## config.mk

```make
export PLATFORM = sky130hd
export DESIGN_NAME = ins_enc_flat
export DESIGN_NICKNAME = d
export VERILOG_FILES = /design/src/rtl/ins_enc_pkg.sv /design/src/rtl/ins_enc_if.sv /design/src/rtl/ins_pack.sv /design/src/rtl/ins_enc.sv /design/src/flat_wrapper.sv
export SDC_FILE = /design/constraint.sdc
export NUM_CORES = 1
export LEC_CHECK = 0
export BUFFER_PORTS_ARGS = -buffer_cell sky130_fd_sc_hd__buf_2
export CAP_MARGIN = 20
export CORE_ASPECT_RATIO = 0.6
export CORE_MARGIN = 2
export CORE_UTILIZATION = 52
export CTS_BUF_LIST = sky130_fd_sc_hd__clkbuf_4
export CTS_CLUSTER_SIZE = 12
export DETAILED_ROUTE_END_ITERATION = 10
export PLACE_DENSITY = 0.78
export SLEW_MARGIN = 25
export SYNTH_ARGS = -nofsm -noshare
export SYNTH_HDL_FRONTEND = slang
export SYNTH_SLANG_ARGS = --single-unit
```

## constraint.sdc

```tcl
create_clock -name clk -period 2.4 [get_ports clk]
set_input_delay 0.36 -clock clk [delete_from_list [all_inputs] [get_ports clk]]
set_output_delay 0.36 -clock clk [all_outputs]
set_load 0.02 [all_outputs]
```

## src/rtl/ins_enc_pkg.sv

```systemverilog
// Shared definitions for the RV32 instruction encoder: format codes, opcode
// constants and the bundled field set handed to the packer.
package ins_enc_pkg;

    typedef enum logic [2:0] {
        FMT_R = 3'd0,
        FMT_I = 3'd1,
        FMT_S = 3'd2,
        FMT_B = 3'd3,
        FMT_U = 3'd4,
        FMT_J = 3'd5
    } fmt_e;

    localparam logic [6:0] OP_REG    = 7'h33;
    localparam logic [6:0] OP_IMM    = 7'h13;
    localparam logic [6:0] OP_STORE  = 7'h23;
    localparam logic [6:0] OP_BRANCH = 7'h63;
    localparam logic [6:0] OP_LUI    = 7'h37;
    localparam logic [6:0] OP_JAL    = 7'h6F;

    typedef struct packed {
        logic [6:0]  opcode;
        logic [4:0]  rd;
        logic [2:0]  func3;
        logic [4:0]  rs1;
        logic [4:0]  rs2;
        logic [6:0]  func7;
        logic [11:0] imm12;
        logic [19:0] imm20;
    } fields_t;

endpackage

```

## src/rtl/ins_enc_if.sv

```systemverilog
// Field-set input handshake and encoded-word output handshake of ins_enc.
interface ins_enc_if;
    logic        clear;
    logic        in_valid;
    logic        in_ready;
    logic [2:0]  fmt;
    logic [6:0]  opcode;
    logic [4:0]  rd;
    logic [2:0]  func3;
    logic [4:0]  rs1;
    logic [4:0]  rs2;
    logic [6:0]  func7;
    logic [11:0] imm12;
    logic [19:0] imm20;
    logic        out_valid;
    logic        out_ready;
    logic [31:0] ins;
    logic [31:0] addr;
    logic        err;

    modport master (
        output clear, in_valid, fmt, opcode, rd, func3, rs1, rs2, func7,
               imm12, imm20, out_ready,
        input  in_ready, out_valid, ins, addr, err
    );

    modport slave (
        input  clear, in_valid, fmt, opcode, rd, func3, rs1, rs2, func7,
               imm12, imm20, out_ready,
        output in_ready, out_valid, ins, addr, err
    );
endinterface

```

## src/rtl/ins_pack.sv

```systemverilog
// Combinational RV32 packer: field set plus format code -> 32-bit word.
// Codes outside R..J raise illegal and yield a zero word.
import ins_enc_pkg::*;

module ins_pack (
    input  logic [2:0]  fmt,
    input  fields_t     fields,
    output logic [31:0] word,
    output logic        illegal
);
    always_comb begin
        word    = '0;
        illegal = 1'b0;
        case (fmt)
            FMT_R: word = {fields.func7, fields.rs2, fields.rs1, fields.func3,
                           fields.rd, fields.opcode};
            FMT_I: word = {fields.imm12, fields.rs1, fields.func3, fields.rd,
                           fields.opcode};
            FMT_S: word = {fields.imm12[11:5], fields.rs2, fields.rs1,
                           fields.func3, fields.imm12[4:0], fields.opcode};
            // imm12 carries imm[12:1] here, so imm[12] sits at imm12[11]
            FMT_B: word = {fields.imm12[11], fields.imm12[9:4], fields.rs2,
                           fields.rs1, fields.func3, fields.imm12[3:0],
                           fields.imm12[10], fields.opcode};
            FMT_U: word = {fields.imm20, fields.rd, fields.opcode};
            FMT_J: word = {fields.imm20[19], fields.imm20[9:0], fields.imm20[10],
                           fields.imm20[18:11], fields.rd, fields.opcode};
            default: illegal = 1'b1;
        endcase
    end
endmodule

```

## src/rtl/ins_enc.sv

```systemverilog
// Single-entry registered encoder stage: accepts a field set, emits the packed
// word tagged with a running byte address, and flags illegal formats.
import ins_enc_pkg::*;

module ins_enc #(
    parameter logic [31:0] BASE_ADDR = 32'h0000_0000
) (
    input logic      clk,
    input logic      rst_n,
    ins_enc_if.slave bus
);
    fields_t     fields;
    logic [31:0] word;
    logic        illegal;
    logic        accept;
    logic [31:0] counter;
    logic        out_valid_q;
    logic [31:0] ins_q;
    logic [31:0] addr_q;
    logic        err_q;

    assign fields = '{opcode: bus.opcode, rd: bus.rd, func3: bus.func3,
                      rs1: bus.rs1, rs2: bus.rs2, func7: bus.func7,
                      imm12: bus.imm12, imm20: bus.imm20};

    ins_pack u_pack (
        .fmt    (bus.fmt),
        .fields (fields),
        .word   (word),
        .illegal(illegal)
    );

    // clear blocks acceptance so nothing slips in while the stage restarts
    assign bus.in_ready = !bus.clear && (!out_valid_q || bus.out_ready);
    assign accept       = bus.in_valid && bus.in_ready;

    always_ff @(posedge clk or negedge rst_n) begin
        if (!rst_n) begin
            out_valid_q <= 1'b0;
            ins_q       <= '0;
            addr_q      <= '0;
            err_q       <= 1'b0;
            counter     <= BASE_ADDR;
        end else if (bus.clear) begin
            out_valid_q <= 1'b0;
            err_q       <= 1'b0;
            counter     <= BASE_ADDR;
        end else begin
            if (accept && !illegal) begin
                out_valid_q <= 1'b1;
                ins_q       <= word;
                addr_q      <= counter;
                counter     <= counter + 32'd4;
            end else if (out_valid_q && bus.out_ready) begin
                out_valid_q <= 1'b0;
            end
            if (accept && illegal) begin
                err_q <= 1'b1;
            end
        end
    end

    assign bus.out_valid = out_valid_q;
    assign bus.ins       = ins_q;
    assign bus.addr      = addr_q;
    assign bus.err       = err_q;
endmodule

```

## src/flat_wrapper.sv

```systemverilog
// flat-port wrapper written by rule: the top's interface ports become plain ports
module ins_enc_flat 
#(
    parameter logic [31:0] BASE_ADDR = 32'h0000_0000
)
  (clk, rst_n, bus_clear, bus_in_valid, bus_fmt, bus_opcode, bus_rd, bus_func3, bus_rs1, bus_rs2, bus_func7, bus_imm12, bus_imm20, bus_out_ready, bus_in_ready, bus_out_valid, bus_ins, bus_addr, bus_err);
  ins_enc_if bus_i ();
  input logic clk;
  input logic rst_n;
  input wire logic [$bits(bus_i.clear)-1:0] bus_clear;
  input wire logic [$bits(bus_i.in_valid)-1:0] bus_in_valid;
  input wire logic [$bits(bus_i.fmt)-1:0] bus_fmt;
  input wire logic [$bits(bus_i.opcode)-1:0] bus_opcode;
  input wire logic [$bits(bus_i.rd)-1:0] bus_rd;
  input wire logic [$bits(bus_i.func3)-1:0] bus_func3;
  input wire logic [$bits(bus_i.rs1)-1:0] bus_rs1;
  input wire logic [$bits(bus_i.rs2)-1:0] bus_rs2;
  input wire logic [$bits(bus_i.func7)-1:0] bus_func7;
  input wire logic [$bits(bus_i.imm12)-1:0] bus_imm12;
  input wire logic [$bits(bus_i.imm20)-1:0] bus_imm20;
  input wire logic [$bits(bus_i.out_ready)-1:0] bus_out_ready;
  output wire logic [$bits(bus_i.in_ready)-1:0] bus_in_ready;
  output wire logic [$bits(bus_i.out_valid)-1:0] bus_out_valid;
  output wire logic [$bits(bus_i.ins)-1:0] bus_ins;
  output wire logic [$bits(bus_i.addr)-1:0] bus_addr;
  output wire logic [$bits(bus_i.err)-1:0] bus_err;
  assign bus_i.clear = bus_clear;
  assign bus_i.in_valid = bus_in_valid;
  assign bus_i.fmt = bus_fmt;
  assign bus_i.opcode = bus_opcode;
  assign bus_i.rd = bus_rd;
  assign bus_i.func3 = bus_func3;
  assign bus_i.rs1 = bus_rs1;
  assign bus_i.rs2 = bus_rs2;
  assign bus_i.func7 = bus_func7;
  assign bus_i.imm12 = bus_imm12;
  assign bus_i.imm20 = bus_imm20;
  assign bus_i.out_ready = bus_out_ready;
  assign bus_in_ready = bus_i.in_ready;
  assign bus_out_valid = bus_i.out_valid;
  assign bus_ins = bus_i.ins;
  assign bus_addr = bus_i.addr;
  assign bus_err = bus_i.err;
  ins_enc #(.BASE_ADDR(BASE_ADDR)) u_core (.clk(clk), .rst_n(rst_n), .bus(bus_i));
endmodule
```

==> results of run 1 <==
==> layer usage <==
| layer | GRT usage, % | vias up | part of all wire, % |
|---|---|---|---|
| met2 | 40.5 | 154 | 44 |
| met5 | 0 | - | 0 |
| met1 | 38.1 | 2112 | 48 |
| met3 | 8.15 | 19 | 7.0 |
| met4 | 5.65 | 0 | 1.4 |
| li1 | - | 2094 | - |
==> worst paths after layout <==
kind	from	end	depth (start not counted)
max	u_core.counter[2]	u_core.counter[22]	5
min	bus_opcode[4]	u_core.bus.ins[4]	3
max reg2reg	u_core.counter[2]	u_core.counter[22]	5
min reg2reg	u_core.bus.addr[12]	u_core.bus.addr[12]	2
max in group asynchronous	rst_n	u_core.counter[12]	3
min in group asynchronous	rst_n	u_core.bus.ins[16]	2
==> cell families after synthesis <==
kind of cell | count (synthesis)
AND/OR/NAND/NOR | 245
flip-flops | 94
AO/OA/AOI/OAI | 89
buffers and inverters | 51
multiplexers | 49
XOR/XNOR | 4
adder cells (fa/ha/maj) | 1
other | 1
==> power groups by stage <==
stage	Sequential, mW	Combinational, mW	Clock [mW]
final	1.74	0.678	0.858
after CTS	1.74	0.679	0.876
after global placement	1.77	0.662	0
after floorplan	1.90	0.247	0
after detailed placement	1.77	0.677	0
after global routing	1.76	0.738	0.937
==> final cells by class <==
cell class,count,area (um^2),area share [%]
multi-input cells,390,2280,39.3
well taps,116,145,2.50
repair buffers,152,843,14.5
clock inverters,5,50.0,0.862
inverters,13,48.8,0.840
clock buffers,11,82.6,1.42
diodes,1,2.50,0.0431
flip-flops and latches,94,2350,40.5
==> placed cells by master, fill, tap and decap left out, types with 2 or more instances in the layout <==
cell type and count:
nand2_1 126, nor4_1 8, nor3_1 5, inv_1 12
a221oi_1 3, clkinv_1 3, or3_1 7, mux2i_1 23
and4_1 4, mux2_2 25, and3_1 2, or4_1 2
a22oi_1 5, nor2_1 39, nand2b_1 3, a22o_1 4
conb_1 2, clkbuf_4 11, nand3_1 12, o21a_1 9
a21oi_1 25, a211oi_1 3, buf_4 13, o21ai_0 25
o221ai_1 11, nor4b_1 2, buf_2 135, nand4_1 10
buf_12 3, dfrtp_1 94, xnor2_1 4, nor2b_1 18
==> worst register-to-register path: cells and delay by family (launching register included) <==
kind,cells,cell delay (ns)
and+or+nand+nor,3,0.96
adders and majority gates,1,0.20
DFF,1,0.47
muxes,1,0.38
==> stage by stage <==
step / hold slack [ns] / worst slack (ns) / instances / total power [mW]
after floorplan: 0.0644 / 0.264 / 535 / 2.15
after global placement: 0.340 / 0.241 / 764 / 2.43
after detailed placement: 0.349 / 0.176 / 764 / 2.45
after CTS: 0.0611 / 0.305 / 781 / 3.30
after global routing: 0.0455 / 0.170 / 781 / 3.43
final: 0.0863 / 0.291 / 782 / 3.28
==> state kept, by name (all words and copies together), names as in the netlist <==
name,count
u_core.bus.err,1
u_core.bus.addr,30
u_core.counter,30
u_core.bus.ins,32
u_core.bus.out_valid,1
==> repair_timing <==
action,in CTS,in global routing
setup endpoints to repair,0,0
hold endpoints to repair,34,0
hold buffers,1,0
buffers inserted,0,0
==> results.md, run 1 <==
- Crit path time final: 2.11 ns
- Pleak: 2.96 nW
- Global-route wire length before repair: 20800 um
- Synth cell types: between 40 and 50
- Clk buf depth: 2
- RSZ-0062 raised after global routing: false
- Clock share of power: around a quarter
- HPWL after DPL: 9580 um
- Top delay family on crit path: simple AND/OR/NAND/NOR gates
- Clk_skew: 0.0178 ns
- Pwr Density: ~560 mW/mm^2
- Asr flop ratio synth: 100%
- Seq pwr share: 53.2%
- Gpl congestion: about 0.99
- Final core occ: between 60% and 70%
- Gate power share: 20.7%
- Final setup fails: 0
- Switching power: 1.01 mW
- DRC viols: 0
- Worst slew pin tran: between 0.5 and 0.6 ns
- Layout cells sized above 1: 29.3%
- Arrival time worst endpoint: 2.47 ns
- Port Buffer Count: around 140
- Mapped Avg Cell Area: 9.07 um^2
- Number of global-route vias before repair: a little over 4000
- Synth Cell Area: about 0.0048 mm^2
- Internal: 2.27 mW
- DP Area: 0.00566 mm^2
- Cells after synthesis: 534
- Violation count after the first detailed-route iteration: 315
- Max H-tree Level: 3
- Synth Area in Compound Gates: 11.8%
- Switching Share: a little under a third
- Biggest area consumer among synthesized cells: dfrtp_1
- Clk sinks: 94
- Final Hold Vio Count: 0
- Crit. End Element: flip-flop
- Total core area: 0.00912 mm^2
- Critical Path RT: between 2 and 3 ns
- Vias/cell: 5.60
- Clk_lat worst skew: 0.46 ns
- Nets: 733
- DRT Wirelength: approximately 13000 um
- Post-Synth XOR/XNOR Area: 0.723%
- Critical-path maximum fanout: 11
- Initial Utilization: between 50 and 60%
- Post-route cell area: 0.00581 mm^2
- Outcome: complete, no violations
- Area added between synthesis and finish: 19.9%
- Synth Area in Adders: 0.258%
- Synth Register Bits: between 90 and 100
- Antenna-violating nets left: 0
- Post-Synth Simple-Gate Area: a little under a quarter
- Most common cell in the netlist: nand2_1
- Num CTS Buffers: 9
- Wire per inst: between 15 and 20 um
- Peak Freq: 0.474 GHz
- Critical path class: flip-flop to flip-flop
- Area contributors post-synth: dfrtp_1 49%, nand2_1 9.8%, mux2_2 5.8%
- Multiplexer share of the synthesized area: 10.8%
- Max transition margin: around two thirds
- Period utilisation layout: a little under 90%
- Crit-path max cell delay: 0.51 ns
- Ys Warns: 0
- Largest net degree at the start of global routing: 61
- Ys flop type: dfrtp_1
- Total Routing Usage GR: 26.7%
- Die height: 78.8 um
- Top cells by count, synth: 126 x nand2_1, 94 x dfrtp_1, 39 x nor2_1
- Worst path bufs/invs: 0
- Crit path cell chain: ha_1 -> nand3_1 -> or4_4 -> nor4_1 -> mux2_2
- MaxCap Viol Count: 0
- Worst vdd ir: 0.000335 V
- Hold Path Class: input pin to flip-flop
- Initial antenna violation count: 0
- Startpoint Class: flip-flop
- 1st-pass router iterations: 5
- Reg clk slew, reported paths: 0.15 ns
- Total Neg Setup Slack: 0 ns
- Full die area: slightly above 0.01 mm^2
- R2r setup slk: 0.29 ns
- Slew Limit Fails: 0
- EDFF count, synth: 0
- # fillers: 772
- Via Count: 4379
- Io pins: 139
- GRT overflow: 0
- Die outline width: ~130 um
- Cts repair resizes: 0
- Main combinational cell family by area after synthesis: simple AND/OR/NAND/NOR gates
- Synth top area share: 48.5%
- CTS root buffer: clkbuf_4
- CTS tree: yes
- Max stage delay cell, worst path: or4_4
- Post-synthesis sequential area ratio: 48.5%
- Row Count: 27
Power figures use the tool's default switching activity.
==> inputs of run 2 (changes only) <==
Settings changed: GPL_TIMING_DRIVEN from default to 0.
==> results.md, run 2 (synthesis results as in run 1) <==
- # fillers: between 700 and 800
- Clk_lat worst skew: 0.45 ns
- Full die area: 0.0101 mm^2
- Clock share of power: between 20% and 30%
- Slew Limit Fails: 0
- GRT overflow: 0
- Worst path bufs/invs: 1
- Nets: 755
- Crit-path max cell delay: 0.46 ns
- Final Hold Vio Count: 0
- RSZ-0062 raised after global routing: false
- Layout cells sized above 1: 27.6%
- Pleak: 2.95 nW
- Worst slew pin tran: around 0.74 ns
- Initial Utilization: a little over half
- Crit path time final: 2.31 ns
- Io pins: between 100 and 150
- Port Buffer Count: 135
- CTS root buffer: clkbuf_4
- Cell Count Post-Placement: 787
- Row Count: 27
- Max H-tree Level: 3
- Crit path from: u_core.counter[6]
- Setup ws final: 0.0945 ns
- Violation count after the first detailed-route iteration: 408
- Die height: 78.8 um
- Internal: 2.23 mW
- Total core area: 0.00912 mm^2
- Max transition margin: 49.9%
- MaxCap Viol Count: 0
- Wire per inst: roughly 18 um
- Hold Path Class: input pin to flip-flop
- Arrival time worst endpoint: 2.65 ns
- Hold_sp: bus_opcode[3]
- Worst vdd ir: 0.000390 V
- Period utilisation layout: 96.1%
- 1st-pass router iterations: 5
- Number of global-route vias before repair: 4332
- Pre-CTS setup slack: -0.0494 ns
- CTS tree: yes
- Largest net degree at the start of global routing: approximately 70
- Final setup fails: 0
- Critical-path maximum fanout: 10
- Clk sinks: between 90 and 100
- Clk_skew: 0.00614 ns
- Hold Slack: 0.0952 ns
- Switching power: between 1 and 1.5 mW
- Reg clk slew, reported paths: 0.14 ns
- Most frequent cells in the layout: 138 x buf_2, 126 x nand2_1, 94 x dfrtp_1
- Total Routing Usage GR: 29.1%
- Gate power share: around a fifth
- Pwr Total: 3.27 mW
- Antenna-violating nets left: 0
- Max stage delay cell, worst path: dfrtp_1
- Final core occ: 64.1%
- Final non-filler cell total: 803
- Critical R2R Launch: u_core.counter[6]
- R2r setup slk: 0.09 ns
- Critical path class: flip-flop to flip-flop
- Seq pwr share: a little over half
- Switching Share: approximately a third
- Vias/cell: 5.72
- Startpoint Class: flip-flop
- HPWL after DPL: 10700 um
- Via Count: 4596
- Register area: 0.00235 mm^2
- Num CTS Buffers: 9
- Global-route wire length before repair: 22800 um
- Pwr Density: around 560 mW/mm^2
- Die outline width: 129 um
- Outcome: complete, no violations
- Gpl congestion: 1.04
- Crit. End Element: flip-flop
- Area of the multi-input gates: 0.00228 mm^2
- Top delay family on crit path: simple AND/OR/NAND/NOR gates
- Clk buf depth: 2
- Peak Freq: 0.434 GHz
- Crit path cell chain: and3_1 -> nand4_1 -> clkbuf_1 -> nor4_1 -> mux2_2
- Critical Path RT: 2.75 ns
- Area added between synthesis and finish: 20.7%
- DRT Wirelength: 14100 um
- Largest register FFs: 32
- Initial antenna violation count: 1
- DRC viols: 0
- Commonest non-fill, non-tap cell in the layout: buf_2
- Number of setup buffers added after CTS: 0
run 2: per-layer routing:
metal	track usage (%)	part of all wire [%]	up-vias
li1	-	-	2139
met1	45.6	47	2230
met2	41.1	42	213
met3	7.48	9.0	14
met4	4.78	0.99	0
met5	0	0	-
run 2: power groups by stage:
stage / clock network [mW] / logic (mW) / registers, mW
2_1_floorplan: 0 / 0.247 / 1.90
3_5_place_dp: 0 / 0.687 / 1.78
4_1_cts: 0.843 / 0.689 / 1.75
5_1_grt: 0.909 / 0.752 / 1.76
6_report: 0.829 / 0.691 / 1.75
3_3_place_gp: 0 / 0.671 / 1.77
run 2: final cells by class:
| type | count | share of cell area (%) |
|---|---|---|
| flip-flops and latches | 94 | 40.2 |
| multi-input cells | 390 | 39.1 |
| repair buffers | 137 | 12.3 |
| plain buffers | 37 | 2.93 |
| well taps | 116 | 2.48 |
| clock buffers | 9 | 1.16 |
| clock inverters | 5 | 0.899 |
| inverters | 13 | 0.835 |
| diodes | 2 | 0.0856 |
run 2: path summary, 6_finish.rpt:
kind / to / cells past startpoint
setup / recovery: u_core.counter[28] / 5
hold / removal: u_core.bus.ins[3] / 3
setup reg to reg: u_core.counter[28] / 5
hold reg to reg: u_core.bus.addr[13] / 2
max in group asynchronous: u_core.bus.ins[10] / 3
min in group asynchronous: u_core.bus.ins[19] / 2
run 2: repair_timing:
item | in CTS | in global routing
endpoints found under the hold margin | 24 | 0
setup endpoints to repair | 2 | 33
hold buffers | 1 | 0
gates resized for setup | 2 | 5
pin swaps | 0 | 1
run 2: stage by stage:
step,instance area (um^2),TNS (ns)
2_1_floorplan,4850,0
3_3_place_gp,5670,-0.739
3_5_place_dp,5700,-0.520
4_1_cts,5840,0
5_1_grt,5850,0
6_report,5850,0
run 2: worst min-delay path: stages:
cell	delay (ns)
buf_2	0.07
nand2_1	0.04
nand2_1	0.05
==> inputs of run 3 (changes only) <==
Settings changed: CORE_ASPECT_RATIO 0.6 to default.
==> results.md, run 3 (synthesis results as in run 1) <==
- Final Hold Vio Count: 0
- Period utilisation layout: 94.7%
- Initial antenna violation count: 0
- Critical path class: flip-flop to flip-flop
- Arrival time worst endpoint: 2.63 ns
- Nets: 758
- Max H-tree Level: 3
- Hold Path Class: input pin to flip-flop
- Final setup fails: 0
- Crit. End Element: flip-flop
- Global-route wire length before repair: 21200 um
- DRC viols: 0
- Pleak: around 3.0 nW
- Worst vdd ir: roughly 0.00031 V
- Io pins: ~140
- Layout cells sized above 1: about 28%
- Outcome: complete, no violations
- Pwr Total: 3.44 mW
- Most frequent cells in the layout: 138 x buf_2, 126 x nand2_1, 94 x dfrtp_1
- RSZ-0062 raised after global routing: false
- Total core area: between 0.009 and 0.01 mm^2
- Final core occ: between 60% and 70%
- Via Count: 4548
- Max transition margin: 46.0%
- Startpoint Class: flip-flop
- Row Count: 35
- HPWL after DPL: 9790 um
- CTS tree: yes
- Die height: between 100 and 150 um
- MaxCap Viol Count: 0
- Full die area: 0.0101 mm^2
- Reg2reg path depth: 6
- Setup ws final: around 0.13 ns
- Total Routing Usage GR: 26.8%
- Pre-CTS setup slack: -0.0439 ns
- Wire per inst: 16.5 um
- Crit path time final: between 2 and 2.5 ns
- 1st-pass router iterations: 5
- Clk sinks: between 90 and 100
- Clk_lat worst skew: around 0.45 ns
- Critical-path maximum fanout: 10
- Critical Path RT: 2.76 ns
- Violation count after the first detailed-route iteration: 382
- Initial Utilization: 52.9%
- Commonest non-fill, non-tap cell in the layout: buf_2
- GRT overflow: 0
- Die outline width: 101 um
- Num CTS Buffers: 9
- Vias/cell: 5.68
- Gpl congestion: 0.998
- Largest register FFs: 32
- Port Buffer Count: 135
- Number of global-route vias before repair: 4207
- Clk buf depth: 2
- Slew Limit Fails: 0
- Hold Path Depth: 3
- # fillers: 780
- Antenna-violating nets left: 0
- # diodes: 0
- Area added between synthesis and finish: 21.7%
- Pwr Density: 583 mW/mm^2
- Worst slew pin tran: 0.804 ns
- Reg clk slew, reported paths: 0.16 ns
- Largest net degree at the start of global routing: just over 60
- DRT Wirelength: 13200 um
- Peak Freq: about 0.44 GHz
- CTS root buffer: clkbuf_4
- Clk_skew: 0.0147 ns
## run 3: changes by cell type in the layout (fill, tap and decap cells not counted), sizes merged
cell,change
diode,-2
buf,+3
bufinv,+1
inv,+3
clkinv,-2
## run 3: final cells by class
type	instances	area, um^2	area share (%)
Sequential cell	94	2350	39.9
Multi-Input combinational cell	390	2280	38.6
Timing Repair Buffer	139	734	12.5
Buffer	38	174	2.95
Tap cell	111	139	2.36
Clock inverter	7	101	1.72
Clock buffer	9	67.6	1.15
Inverter	13	48.8	0.828
## run 3: power by group
part	internal (mW)	total (mW)	switching (mW)	leakage (nW)
sequential	1.69	1.75	0.0572	1.25
clock	0.433	1.01	0.578	0.0836
combinational	0.247	0.678	0.432	1.65
## run 3: stage by stage
stage	setup TNS, ns	area (um^2)	instances	hold slack, ns
after global placement	-0.0309	5660	781	0.454
after detailed placement	-0.0439	5700	782	0.273
final	0	5900	801	0.0803
after floorplan	0	4850	535	0.0644
after CTS	0	5880	799	0.0738
after global routing	0	5900	801	0.0784
## run 3: timing repair
item	in CTS	in global routing
pin swaps	0	1
resized for setup	1	4
endpoints found under the setup margin	1	7
setup buffers	0	2
endpoints found under the hold margin	34	0
cloned	0	0
hold buffers	1	0
## run 3: per-layer routing
metal | wire, um | GRT usage [%] | vias to the layer above
li1 | - | - | 2151
met1 | 5880 | 38.9 | 2175
met2 | 6170 | 41.9 | 192
met3 | 886 | 3.54 | 30
met4 | 297 | 8.96 | 0
met5 | 0 | 0 | -
## run 3: final timing paths
kind | end | from | slack, ns
min in group asynchronous | u_core.bus.ins[28] | rst_n | 0.36
worst max-delay path | u_core.counter[28] | u_core.bus.out_valid | 0.13
worst min register to register | u_core.bus.addr[29] | u_core.bus.addr[29] | 0.49
worst max register to register | u_core.counter[28] | u_core.bus.out_valid | 0.13
max in group asynchronous | u_core.counter[23] | rst_n | 1.46
worst min-delay path | u_core.bus.ins[1] | bus_opcode[1] | 0.08
## run 3: worst max-delay path: stages, from the launching register on
cell      delay (ns)
dfrtp_1         0.42
nor2b_1         0.13
clkbuf_2        0.16
or4_4           0.54
buf_6           0.16
nor4_1          0.39
mux2_2          0.39
